[src/rtl/fetch_unit.sv]
// ---------------------------------------------------------------------------
// fetch_unit -- instruction-fetch front end.
//
// Owns the PC, issues sequential fetches to a 1-cycle-latency instruction
// memory, buffers returned instructions in a DEPTH-entry queue and hands
// {instruction, pc} to decode over a valid/ready handshake. A branch redirect
// flushes everything in flight and restarts fetch at the target; a hazard
// stall only blocks new fetches.
//
// Ports:
//   clk, reset            clock (rising edge), async active-low reset
//   hz_stall              block new fetches while high
//   br_valid, br_target   redirect request and target address
//   imem_en, imem_addr    fetch request / address (address = current PC)
//   imem_rdata            instruction data, valid the cycle after imem_en
//   dec_valid/dec_ready   head-of-queue handshake to decode
//   dec_instr, dec_pc     head instruction and its address
//
// Optional: define FETCH_PERF_EN to add saturating 32-bit counters
//   perf_fetch_cnt (fetches issued) and perf_flush_cnt (redirect cycles).
// ---------------------------------------------------------------------------
module fetch_unit #(
    parameter int                ADDR_W   = 16,
    parameter int                INSTR_W  = 16,
    parameter int                PC_STEP  = 2,
    parameter logic [ADDR_W-1:0] RESET_PC = '0,
    parameter int                DEPTH    = 4
) (
    input  logic               clk,
    input  logic               reset,
    input  logic               hz_stall,
    input  logic               br_valid,
    input  logic [ADDR_W-1:0]  br_target,
    output logic               imem_en,
    output logic [ADDR_W-1:0]  imem_addr,
    input  logic [INSTR_W-1:0] imem_rdata,
    output logic               dec_valid,
    input  logic               dec_ready,
    output logic [INSTR_W-1:0] dec_instr,
    output logic [ADDR_W-1:0]  dec_pc
`ifdef FETCH_PERF_EN
    ,
    output logic [31:0]        perf_fetch_cnt,
    output logic [31:0]        perf_flush_cnt
`endif
);

    localparam int PTR_W = $clog2(DEPTH);
    localparam int CNT_W = $clog2(DEPTH + 1);

    logic [ADDR_W-1:0]  pc;
    logic [ADDR_W-1:0]  inflight_pc;
    logic               inflight;
    logic [PTR_W-1:0]   rd_ptr;
    logic [PTR_W-1:0]   wr_ptr;
    logic [CNT_W-1:0]   count;

    logic [INSTR_W-1:0] q_instr [DEPTH];
    logic [ADDR_W-1:0]  q_pc    [DEPTH];

    logic               issue;
    logic               pop;
    logic [CNT_W:0]     occupancy;

    // An in-flight fetch has a reserved slot: counting it here is what makes
    // an unconditional capture on the next edge safe.
    // NOTE: combinational blocks use blocking '=' and assign every output
    // first, so no latch is inferred and reads see the freshly computed value.
    always_comb begin
        occupancy = {1'b0, count} + (CNT_W + 1)'(inflight);
        issue     = reset && !br_valid && !hz_stall &&
                    (occupancy < (CNT_W + 1)'(DEPTH));
    end

    assign imem_en   = issue;
    assign imem_addr = pc;
    assign dec_valid = (count != '0);
    assign pop       = dec_valid && dec_ready;
    assign dec_instr = q_instr[rd_ptr];
    assign dec_pc    = q_pc[rd_ptr];

    // NOTE: sequential state uses non-blocking '<=' so every register samples
    // pre-edge values regardless of statement order.
    always_ff @(posedge clk or negedge reset) begin
        if (!reset) begin
            pc          <= RESET_PC;
            inflight    <= 1'b0;
            inflight_pc <= RESET_PC;
            rd_ptr      <= '0;
            wr_ptr      <= '0;
            count       <= '0;
        end else if (br_valid) begin
            // Redirect wins over everything: drop queued and returning data.
            pc       <= br_target;
            inflight <= 1'b0;
            rd_ptr   <= '0;
            wr_ptr   <= '0;
            count    <= '0;
        end else begin
            inflight <= issue;
            if (issue) begin
                pc          <= pc + ADDR_W'(PC_STEP);
                inflight_pc <= pc;
            end
            if (inflight) wr_ptr <= wr_ptr + PTR_W'(1);
            if (pop)      rd_ptr <= rd_ptr + PTR_W'(1);
            case ({inflight, pop})
                2'b10:   count <= count + CNT_W'(1);
                2'b01:   count <= count - CNT_W'(1);
                default: count <= count;
            endcase
        end
    end

    // NOTE: queue storage is deliberately not reset; count and the pointers
    // decide which entries are live, so stale contents are never presented.
    always_ff @(posedge clk) begin
        if (inflight && !br_valid) begin
            q_instr[wr_ptr] <= imem_rdata;
            q_pc[wr_ptr]    <= inflight_pc;
        end
    end

`ifdef FETCH_PERF_EN
    always_ff @(posedge clk or negedge reset) begin
        if (!reset) begin
            perf_fetch_cnt <= '0;
            perf_flush_cnt <= '0;
        end else begin
            if (imem_en && (perf_fetch_cnt != '1))
                perf_fetch_cnt <= perf_fetch_cnt + 32'd1;
            if (br_valid && (perf_flush_cnt != '1))
                perf_flush_cnt <= perf_flush_cnt + 32'd1;
        end
    end
`endif

endmodule

[config.mk]
export PLATFORM = sky130hd
export DESIGN_NAME = fetch_unit
export DESIGN_NICKNAME = d
export VERILOG_FILES = /design/src/rtl/fetch_unit.sv
export SDC_FILE = /design/constraint.sdc
export NUM_CORES = 1
export LEC_CHECK = 0
export ABC_AREA = 1
export BUFFER_PORTS_ARGS = -buffer_cell sky130_fd_sc_hd__buf_2
export CAP_MARGIN = 5
export CELL_PAD_IN_SITES_DETAIL_PLACEMENT = 0
export CELL_PAD_IN_SITES_GLOBAL_PLACEMENT = 1
export CORE_UTILIZATION = 45
export CTS_BUF_LIST = sky130_fd_sc_hd__clkbuf_8 sky130_fd_sc_hd__clkbuf_16
export DETAILED_ROUTE_END_ITERATION = 12
export PLACE_DENSITY = 0.8
export SYNTH_ARGS = -nofsm -noshare
export SYNTH_HDL_FRONTEND = slang
export SYNTH_SLANG_ARGS = --single-unit
[constraint.sdc]
create_clock -name clk -period 3.1 [get_ports clk]
set_input_delay 0.31 -clock clk [delete_from_list [all_inputs] [get_ports clk]]
set_output_delay 0.31 -clock clk [all_outputs]
set_load 0.02 [all_outputs]
==> results.json, run 1 <==
{
  "synth.top_cell.area_share_pct": 55.4,
  "synth_area_leaders": "edfxtp_1 55%, dfrtp_1 14%, o21ai_0 6.1%, nand2_1 5.6%, nor2_1 4.3%",
  "place.gp.congestion": 0.792,
  "crit_path_max_fanout": 48,
  "crit_type": "reg2out",
  "p_sw_share_pct": 31.1,
  "power.density_mw_per_mm2": 748,
  "num_rows": 45,
  "timing.rr.end": "count[2]",
  "p_comb_share_pct": 21.1,
  "fin_crit_ns": 2.49,
  "synth.distinct_cells": 28,
  "reg2reg_from": "count[2]",
  "area_growth_pct": 16.9,
  "cts_max_level": 4,
  "fp.dieW_um": 126,
  "ir_worst_vdd_v": 0.000397,
  "cp.arrival_ns": 2.18,
  "placed_cells": 858,
  "via_per_inst": 5.20,
  "slew_headroom_pct": 50.8,
  "synth-edff-count": 128,
  "crit_path_end": "dec_instr[6]",
  "rsz0062_at_grt": "false",
  "synth.most_common_cell": "edfxtp_1",
  "synth_top_area_cell": "edfxtp_1",
  "clock_path_buffers": 2,
  "cap_violations": 0,
  "hold_slack_ns": -0.00530,
  "p_sw_w": 0.00189,
  "timing.final.crit_share_pct": 80.2,
  "final_net_count": 732,
  "dieArea_mm2": 0.0159,
  "final_antenna_net_count": 0,
  "p_clk_share_pct": 31.2,
  "finalMaxSlewViolations": 0,
  "status": "complete, but fails checks",
  "fmaxAchievable_mhz": 402,
  "port_buffers": 86,
  "grt_pass1_vias": 4543,
  "violations": "hold timing",
  "vias": 4632,
  "syn_inst": 601,
  "die_height_um": 126,
  "antennaDiodeCount": 0,
  "cts-resized-gates": 0,
  "synthArstFlopShare_pct": 23.8,
  "pin_count": 87,
  "core-area_mm2": 0.0151,
  "cts_tree": "built",
  "drtIter0Drc": 292,
  "path_clk_slew_ns": 0.06,
  "utilization_pct": 53.6,
  "grt_max_degree": 67,
  "syn-cell-area_mm2": 0.00694,
  "cts_root_buffer": "clkbuf_16",
  "p_int_w": 0.00418,
  "r2r_slack_ns": 1.19,
  "worst_hold_path_type": "in2async",
  "syn-num-nets": 644,
  "drive_gt1_share_pct": 20.9,
  "r2r_cells": 10,
  "gr-total-overflow": 0,
  "first_pass_iters": 4,
  "wl_mm": 13.9,
  "p_leak_nw": 3.20,
  "postCtsSetupBuffers": 0,
  "yosysSeqAreaShare_pct": 69.8,
  "hpwl_mm": 8.89,
  "critPathRequiredTime_ns": 2.79,
  "finalHoldViolations": 7,
  "crit_path_start": "rd_ptr[0]",
  "clock_sinks": 168,
  "grt_usage_pct": 18.9,
  "startpoint_type": "flop",
  "antenna_found_initial": 0,
  "syn_avg_cell_area_um2": 11.6,
  "worstSkewPairLatency_ns": 0.42,
  "yosysWarnings": 0,
  "start_util_pct": 45.8,
  "finalNonFillerCells": 890,
  "end_kind": "output port",
  "synth_commonest_cells": "128 x edfxtp_1, 103 x nand2_1, 85 x o21ai_0",
  "tightest_slew_ns": 0.737,
  "cts_buffers": 17,
  "sequentialPowerShare_pct": 47.8,
  "grt_first_pass_wirelength_mm": 23.0,
  "setup_viol": 0,
  "skew_ns": 0.00764,
  "drc": 0,
  "ys_ff_latch": 168,
  "tns_ns": 0,
  "synth_ff_type": "edfxtp_1",
  "hold_buffers": 0,
  "wl_per_cell_um": 15.7
}
==> how the worst min path moves through the flow <==
stage                from  cells after the start            end
floorplan           reset                      0       count[0]
CTS                 reset                      2   imem_addr[9]
detailed placement  reset                      2   imem_addr[9]
global placement    reset                      2   imem_addr[9]
global route        reset                      2  imem_addr[11]
finish              reset                      2  imem_addr[11]
==> cells in the final DEF (no fill, tap or decap), drive strengths merged, types with 4 or more instances in the layout <==
cell type  synthesis  final
nor2              85     85
clkinvlp           0      4
ha                 5      5
buf               13     96
o21ai             85     85
nand4              7      7
edfxtp           128    128
nand2            105    105
clkinv             0      7
o22ai             32     32
inv               37     40
nand3             43     43
clkbuf            14     17
dfrtp             40     40
==> area by class of cell <==
cell class	count	area, um2
Sequential cell	168	4850
Fill cell	1307	7030
Timing Repair Buffer	96	518
Clock inverter	15	114
Inverter	37	146
Multi-Input combinational cell	369	1830
Tap cell	188	235
Clock buffer	17	425
==> power groups by stage <==
stage / Sequential, W / Combinational [W] / Clock [W]
after detailed placement: 0.00294 / 0.00129 / 0
after global routing: 0.00293 / 0.00142 / 0.00203
after floorplan: 0.00291 / 0.000863 / 0
after global placement: 0.00293 / 0.00127 / 0
after CTS: 0.00290 / 0.00130 / 0.00194
final: 0.00290 / 0.00128 / 0.00189
==> sequential cells by signal (all words and copies together) (netlist names) <==
signal	flops
wr_ptr	2
q_pc	64
count	3
inflight	1
q_instr	64
inflight_pc	16
imem_addr	16
rd_ptr	2
==> routing by layer <==
layer | vias up | share of wire (%) | GRT usage, %
li1 | 2281 | - | -
met1 | 2213 | 47 | 25.9
met2 | 127 | 47 | 29.8
met3 | 11 | 5.1 | 4.76
met4 | 0 | 0.80 | 5.67
met5 | - | 0 | 0
==> metrics by stage <==
stage | worst slack (ns) | total power, W | hold WS, ns | instance area, um2
finish | 0.615 | 0.00607 | -0.00530 | 8120
detailed placement | 0.633 | 0.00424 | 0.458 | 7580
global placement | 0.718 | 0.00419 | 0.453 | 7580
global route | 0.463 | 0.00639 | 0.0226 | 8120
CTS | 0.554 | 0.00614 | 0.00500 | 8120
floorplan | 0.672 | 0.00378 | 0.0144 | 6940
==> critical path: stages, from the launching register on <==
cell and delay (ns):
dfrtp_2 0.40, inv_2 0.54, buf_4 0.34, o21ai_0 0.12, o22ai_1 0.16, buf_2 0.19
==> logic make-up after synthesis <==
logic type,after synthesis,synth area share [%]
compound gates,119,9.15
xor+xnor,3,0.378
fa+ha+maj,6,1.19
buf+inv,64,4.27
flops,168,69.8
simple gates,241,15.2
(Power assumes the default switching activity.)
==> inputs of run 2 (changes only) <==
- ABC_AREA: 1 -> 0
- PLACE_DENSITY: 0.8 -> 0.76
- clock period: 3.1 -> 2.35 ns (I/O delays scaled with it)
==> run 2 against run 1 <==
  * Design area is 1.7% lower
  * Power is 34% higher
  * The flow now finishes without violations
  * Clock-buffer cell count stayed put
  * Via count is 21% lower
  * Largest power group unchanged
==> results.json, run 2 <==
{
  "postCtsSetupBuffers": 0,
  "slew_headroom_pct": 65.0,
  "crit_family": "flip-flops",
  "hold_buffers": 1,
  "finalHoldViolations": 0,
  "wl_mm": 12.7,
  "worst_hold_path_type": "in2reg",
  "antennaDiodeCount": 0,
  "p_clk_share_pct": 34.7,
  "final_antenna_net_count": 0,
  "r2r_cells": 5,
  "startpoint_type": "flop",
  "synth-edff-count": 128,
  "num_rows": 43,
  "synth_area_leaders": "edfxtp_1 58%, dfrtp_1 15%, mux4_2 11%, nand2_1 3.2%, ha_1 0.95%",
  "port_buffers": 86,
  "sequentialPowerShare_pct": 47.2,
  "fp.dieW_um": 123,
  "r2r_slack_ns": 0.44,
  "clock_path_buffers": 2,
  "p_int_w": 0.00589,
  "p_sw_share_pct": 27.4,
  "core-area_mm2": 0.0141,
  "final_net_count": 525,
  "status": "complete, no violations",
  "reg2reg_from": "count[2]",
  "ir_worst_vdd_v": 0.000667,
  "cp.depth": 3,
  "tightest_slew_ns": 0.526,
  "grt_pass1_vias": 3784,
  "reg_top3": "q_instr (64), q_pc (64)",
  "hpwl_mm": 7.76,
  "fin_crit_ns": 2.21,
  "p_sw_w": 0.00223,
  "tns_ns": 0,
  "critPathBufInv": 2,
  "finalMaxSlewViolations": 0,
  "setup_viol": 0,
  "synth_commonest_cells": "128 x edfxtp_1, 57 x nand2_1, 40 x dfrtp_1",
  "synth_top_area_cell": "edfxtp_1",
  "drtIter0Drc": 310,
  "syn-num-nets": 423,
  "timing.rr.end": "imem_addr[14]",
  "cts_tree": "built",
  "area_growth_pct": 20.7,
  "ys_ff_latch": 168,
  "start_util_pct": 46.9,
  "grt_usage_pct": 18.5,
  "wl_per_cell_um": 18.9,
  "final_cell_mix": "128 x edfxtp_1, 86 x buf_2, 57 x nand2_1",
  "clock_sinks": 168,
  "cts_root_buffer": "clkbuf_16",
  "power.total_w": 0.00811,
  "crit_type": "reg2out",
  "crit_chain": "buf_12 -> mux4_2 -> buf_2",
  "via_per_inst": 5.45,
  "antenna_found_initial": 0,
  "p_leak_nw": 2.99,
  "layout_commonest_cell": "edfxtp_1",
  "min-delay-start": "br_target[1]",
  "place.gp.congestion": 0.842,
  "crit_path_max_fanout": 16,
  "cts-resized-gates": 0,
  "critPathRequiredTime_ns": 2.12,
  "crit_path_end": "dec_pc[7]",
  "synthArstFlopShare_pct": 23.8,
  "cts_max_level": 4,
  "yosysWarnings": 0,
  "cp.arrival_ns": 1.97,
  "synth.distinct_cells": 43,
  "crit_path_start": "rd_ptr[0]",
  "cap_violations": 0,
  "yosysSeqAreaShare_pct": 73.3,
  "timing.final.crit_share_pct": 93.9,
  "p_comb_share_pct": 18.2,
  "dieArea_mm2": 0.0152,
  "path_clk_slew_ns": 0.06,
  "syn_inst": 380,
  "worstSkewPairLatency_ns": 0.42,
  "skew_ns": 0.00352,
  "cts_buffers": 17,
  "rsz0062_at_grt": "false",
  "syn-cell-area_mm2": 0.00661,
  "pin_count": 87,
  "grt_max_degree": 41,
  "syn_avg_cell_area_um2": 17.4,
  "synth.top_cell.area_share_pct": 58.1,
  "fmaxAchievable_mhz": 453,
  "first_pass_iters": 5,
  "power.density_mw_per_mm2": 1020,
  "drive_gt1_share_pct": 34.5,
  "cpPeakStageDelay_ns": 0.60,
  "synth.most_common_cell": "edfxtp_1",
  "vias": 3682,
  "slowest_stage": "dfrtp_2",
  "end_kind": "output port",
  "die_height_um": 123,
  "drc": 0,
  "gr-total-overflow": 0,
  "grt_first_pass_wirelength_mm": 20.2,
  "synth_ff_type": "edfxtp_1"
}
==> run 2: cell count changes in the layout (fill, tap and decap cells not counted), moves of 29 or more <==
| cell | delta |
|---|---|
| o21ai_0 | -76 |
| inv_1 | -29 |
| mux4_2 | +32 |
| nand2_1 | -46 |
| nor2_1 | -69 |
| o22ai_1 | -32 |
==> run 2: worst min-delay path, stage by stage <==
cell,delay [ns]
buf_2,0.07
nand2_1,0.04
o21ai_0,0.06
==> run 2: cells by family after synthesis <==
logic type	share of synthesized area (%)
adder cells (fa/ha/maj)	1.25
AND/OR/NAND/NOR	8.02
XOR/XNOR	0.662
buffers and inverters	1.68
flip-flops	73.3
AO/OA/AOI/OAI	3.24
multiplexers	11.9
==> run 2: area by class of cell <==
type | count | area (um2)
clock inverter | 15 | 175
sequential | 168 | 4850
multi-input combinational | 186 | 1660
inverter | 8 | 30.0
tap | 180 | 225
fill | 1122 | 6120
timing repair buffer | 101 | 621
clock buffer | 17 | 425
==> run 2: routing by layer <==
metal  part of all wire [%]  vias up  GRT usage, %
met1                     46     1847          24.5
met4                    1.8        0          7.00
met3                    5.3       22          4.94
met2                     47      125          29.4
met5                      0        -             0
li1                       -     1688             -
==> run 2: how the worst min path moves through the flow <==
stage | endpoint | slack, ns | depth (start not counted)
after floorplan | count[0] | -0.06 | 0
after global placement | imem_addr[1] | 0.40 | 2
after detailed placement | imem_addr[1] | 0.40 | 2
after CTS | imem_addr[1] | 0.001 | 3
after global routing | q_instr[2][3] | 0.02 | 1
final | imem_addr[1] | 0.02 | 3
==> run 2: stage by stage <==
| stage | hold slack [ns] | std cells | cell area [um2] | util, % | setup slack, ns |
|---|---|---|---|---|---|
| floorplan | -0.0606 | 380 | 6610 | - | 0.472 |
| global placement | 0.400 | 642 | 7370 | 52.3 | 0.503 |
| detailed placement | 0.402 | 642 | 7370 | 52.3 | 0.461 |
| CTS | 0.00123 | 675 | 7980 | 56.6 | 0.0755 |
| global route | 0.0178 | 675 | 7980 | 56.6 | 0.0378 |
| finish | 0.0245 | 675 | 7980 | 56.6 | 0.144 |
==> run 2: power by group through the flow <==
stage          logic [W]  registers (W)  clock network, W
2_1_floorplan    0.00104        0.00378                 0
3_3_place_gp     0.00148        0.00385                 0
3_5_place_dp     0.00150        0.00389                 0
4_1_cts          0.00150        0.00383           0.00288
5_1_grt          0.00162        0.00387           0.00297
6_report         0.00147        0.00382           0.00281
==> inputs of run 3 (changes only) <==
- CORE_UTILIZATION: 45 -> 35
- PLACE_DENSITY: 0.76 -> 0.62
- clock period: 2.35 -> 2.5 ns (I/O delays scaled with it)
==> run 3 against run 2 <==
  * Register-to-register slack improved by 0.02 ns
  * Power decreased by 8.6%
  * Sequential cell count unchanged
  * Die area increased by 28%
  * Cell count increased by 6.7%
  * Clock power decreased by 13%
  * Sequential share of layout area about the same
  * Setup slack improved by 0.081 ns
  * Sequential power decreased by 6.0%
  * Combinational power decreased by 6%
==> results.json, run 3 (synthesis gave the netlist of run 2 again) <==
{
  "antennaDiodeCount": 0,
  "cts_max_level": 4,
  "final_antenna_net_count": 0,
  "finalMaxSlewViolations": 0,
  "setup_viol": 0,
  "cap_violations": 0,
  "via_per_inst": 5.03,
  "startpoint_type": "flop",
  "cts-resized-gates": 0,
  "num_rows": 49,
  "crit_path_end": "imem_en",
  "ir_worst_vdd_v": 0.000446,
  "core-area_mm2": 0.0182,
  "final_net_count": 522,
  "r2r_cells": 6,
  "first_pass_iters": 4,
  "area_growth_pct": 20.6,
  "finalHoldViolations": 0,
  "grt_pass1_vias": 3846,
  "timing.rr.end": "count[2]",
  "critPathRequiredTime_ns": 2.25,
  "slew_headroom_pct": 64.9,
  "multi_input_area_mm2": 0.00166,
  "layout_commonest_cell": "edfxtp_1",
  "hpwl_mm": 8.19,
  "wl_per_cell_um": 17.9,
  "fp.dieW_um": 139,
  "clock_sinks": 168,
  "reg_top3": "q_instr (64), q_pc (64)",
  "port_buffers": 86,
  "final_cell_mix": "128 x edfxtp_1, 86 x buf_2, 57 x nand2_1",
  "path_clk_slew_ns": 0.07,
  "drc": 0,
  "tightest_slew_ns": 0.527,
  "p_leak_nw": 2.95,
  "end_kind": "output port",
  "r2r_slack_ns": 0.46,
  "reg2reg_from": "count[1]",
  "dpl_cell_area_mm2": 0.00741,
  "skew_ns": 0.00791,
  "fmaxAchievable_mhz": 440,
  "tns_ns": 0,
  "crit_type": "reg2out",
  "hold_buffers": 1,
  "drive_gt1_share_pct": 34.8,
  "place.gp.congestion": 0.797,
  "drtIter0Drc": 200,
  "fill_cells": 1642,
  "cts_tree": "built",
  "cts_buffers": 17,
  "antenna_found_initial": 0,
  "fin_crit_ns": 2.27,
  "timing.final.crit_share_pct": 91.0,
  "design_area_mm2": 0.00797,
  "setup_ws_ns": 0.225,
  "postCtsSetupBuffers": 0,
  "crit_path_max_fanout": 19,
  "grt_max_degree": 41,
  "dieArea_mm2": 0.0194,
  "status": "complete, no violations",
  "power.density_mw_per_mm2": 930,
  "pin_count": 87,
  "start_util_pct": 36.3,
  "clock_path_buffers": 2,
  "wl_mm": 12.9,
  "grt_usage_pct": 14.5,
  "rsz0062_at_grt": "false",
  "worstSkewPairLatency_ns": 0.42,
  "worst_hold_path_type": "in2reg",
  "die_height_um": 139,
  "ff_latch_area_mm2": 0.00485,
  "post-place-ws_ns": 0.499,
  "grt_first_pass_wirelength_mm": 21.0,
  "cp.arrival_ns": 2.02,
  "vias": 3619,
  "gr-total-overflow": 0,
  "crit_path_start": "count[2]",
  "cts_root_buffer": "clkbuf_16"
}
## run 3: changes by cell type in the layout (fill, tap and decap cells not counted), moves of 2 or more
cell	before	now
bufinv_16	3	1
buf_4	8	5
and2_2	0	4
and2_1	5	1
clkinvlp_4	1	3
## run 3: metal layers
metal / share of wire [%] / track usage, %
met2: 46 / 22.6
met5: 0 / 0
met4: 0.88 / 4.85
met3: 5.7 / 4.78
met1: 47 / 19.2
## run 3: critical path: stages (launching register included)
cell     delay (ns)
dfrtp_1        0.45
nor4b_4        0.35
nand2_2        0.23
inv_2          0.33
buf_2          0.24
## run 3: through the flow
step                cells  power (W)  utilization [%]  hold WS [ns]
global route          720    0.00778             43.8        0.0202
global placement      688    0.00503             40.7         0.421
finish                720    0.00742             43.8        0.0357
CTS                   720    0.00752             43.8        0.0190
floorplan             380    0.00453                -       -0.0456
detailed placement    688    0.00506             40.7         0.416
## run 3: layout make-up
cell class              count  area share, %
clock buffers              17           5.34
well taps                 229           3.59
multi-input cells         186           20.8
inverters                   8          0.377
repair buffers             98           7.50
flip-flops and latches    168           60.8
clock inverters            14           1.57
## run 3: worst min path at each step
| stage | slack, ns | cells past startpoint | from | endpoint |
|---|---|---|---|---|
| 6_report | 0.04 | 1 | imem_rdata[0] | q_instr[1][0] |
| 2_1_floorplan | -0.05 | 0 | reset | count[0] |
| 3_5_place_dp | 0.42 | 2 | reset | imem_addr[1] |
| 4_1_cts | 0.02 | 1 | imem_rdata[4] | q_instr[2][4] |
| 3_3_place_gp | 0.42 | 2 | reset | imem_addr[0] |
| 5_1_grt | 0.02 | 1 | imem_rdata[15] | q_instr[2][15] |
## run 3: power by group
part / internal [W] / leakage [nW] / switching [W]
combinational: 0.000629 / 1.02 / 0.000755
sequential: 0.00332 / 1.66 / 0.000274
clock: 0.00137 / 0.267 / 0.00107
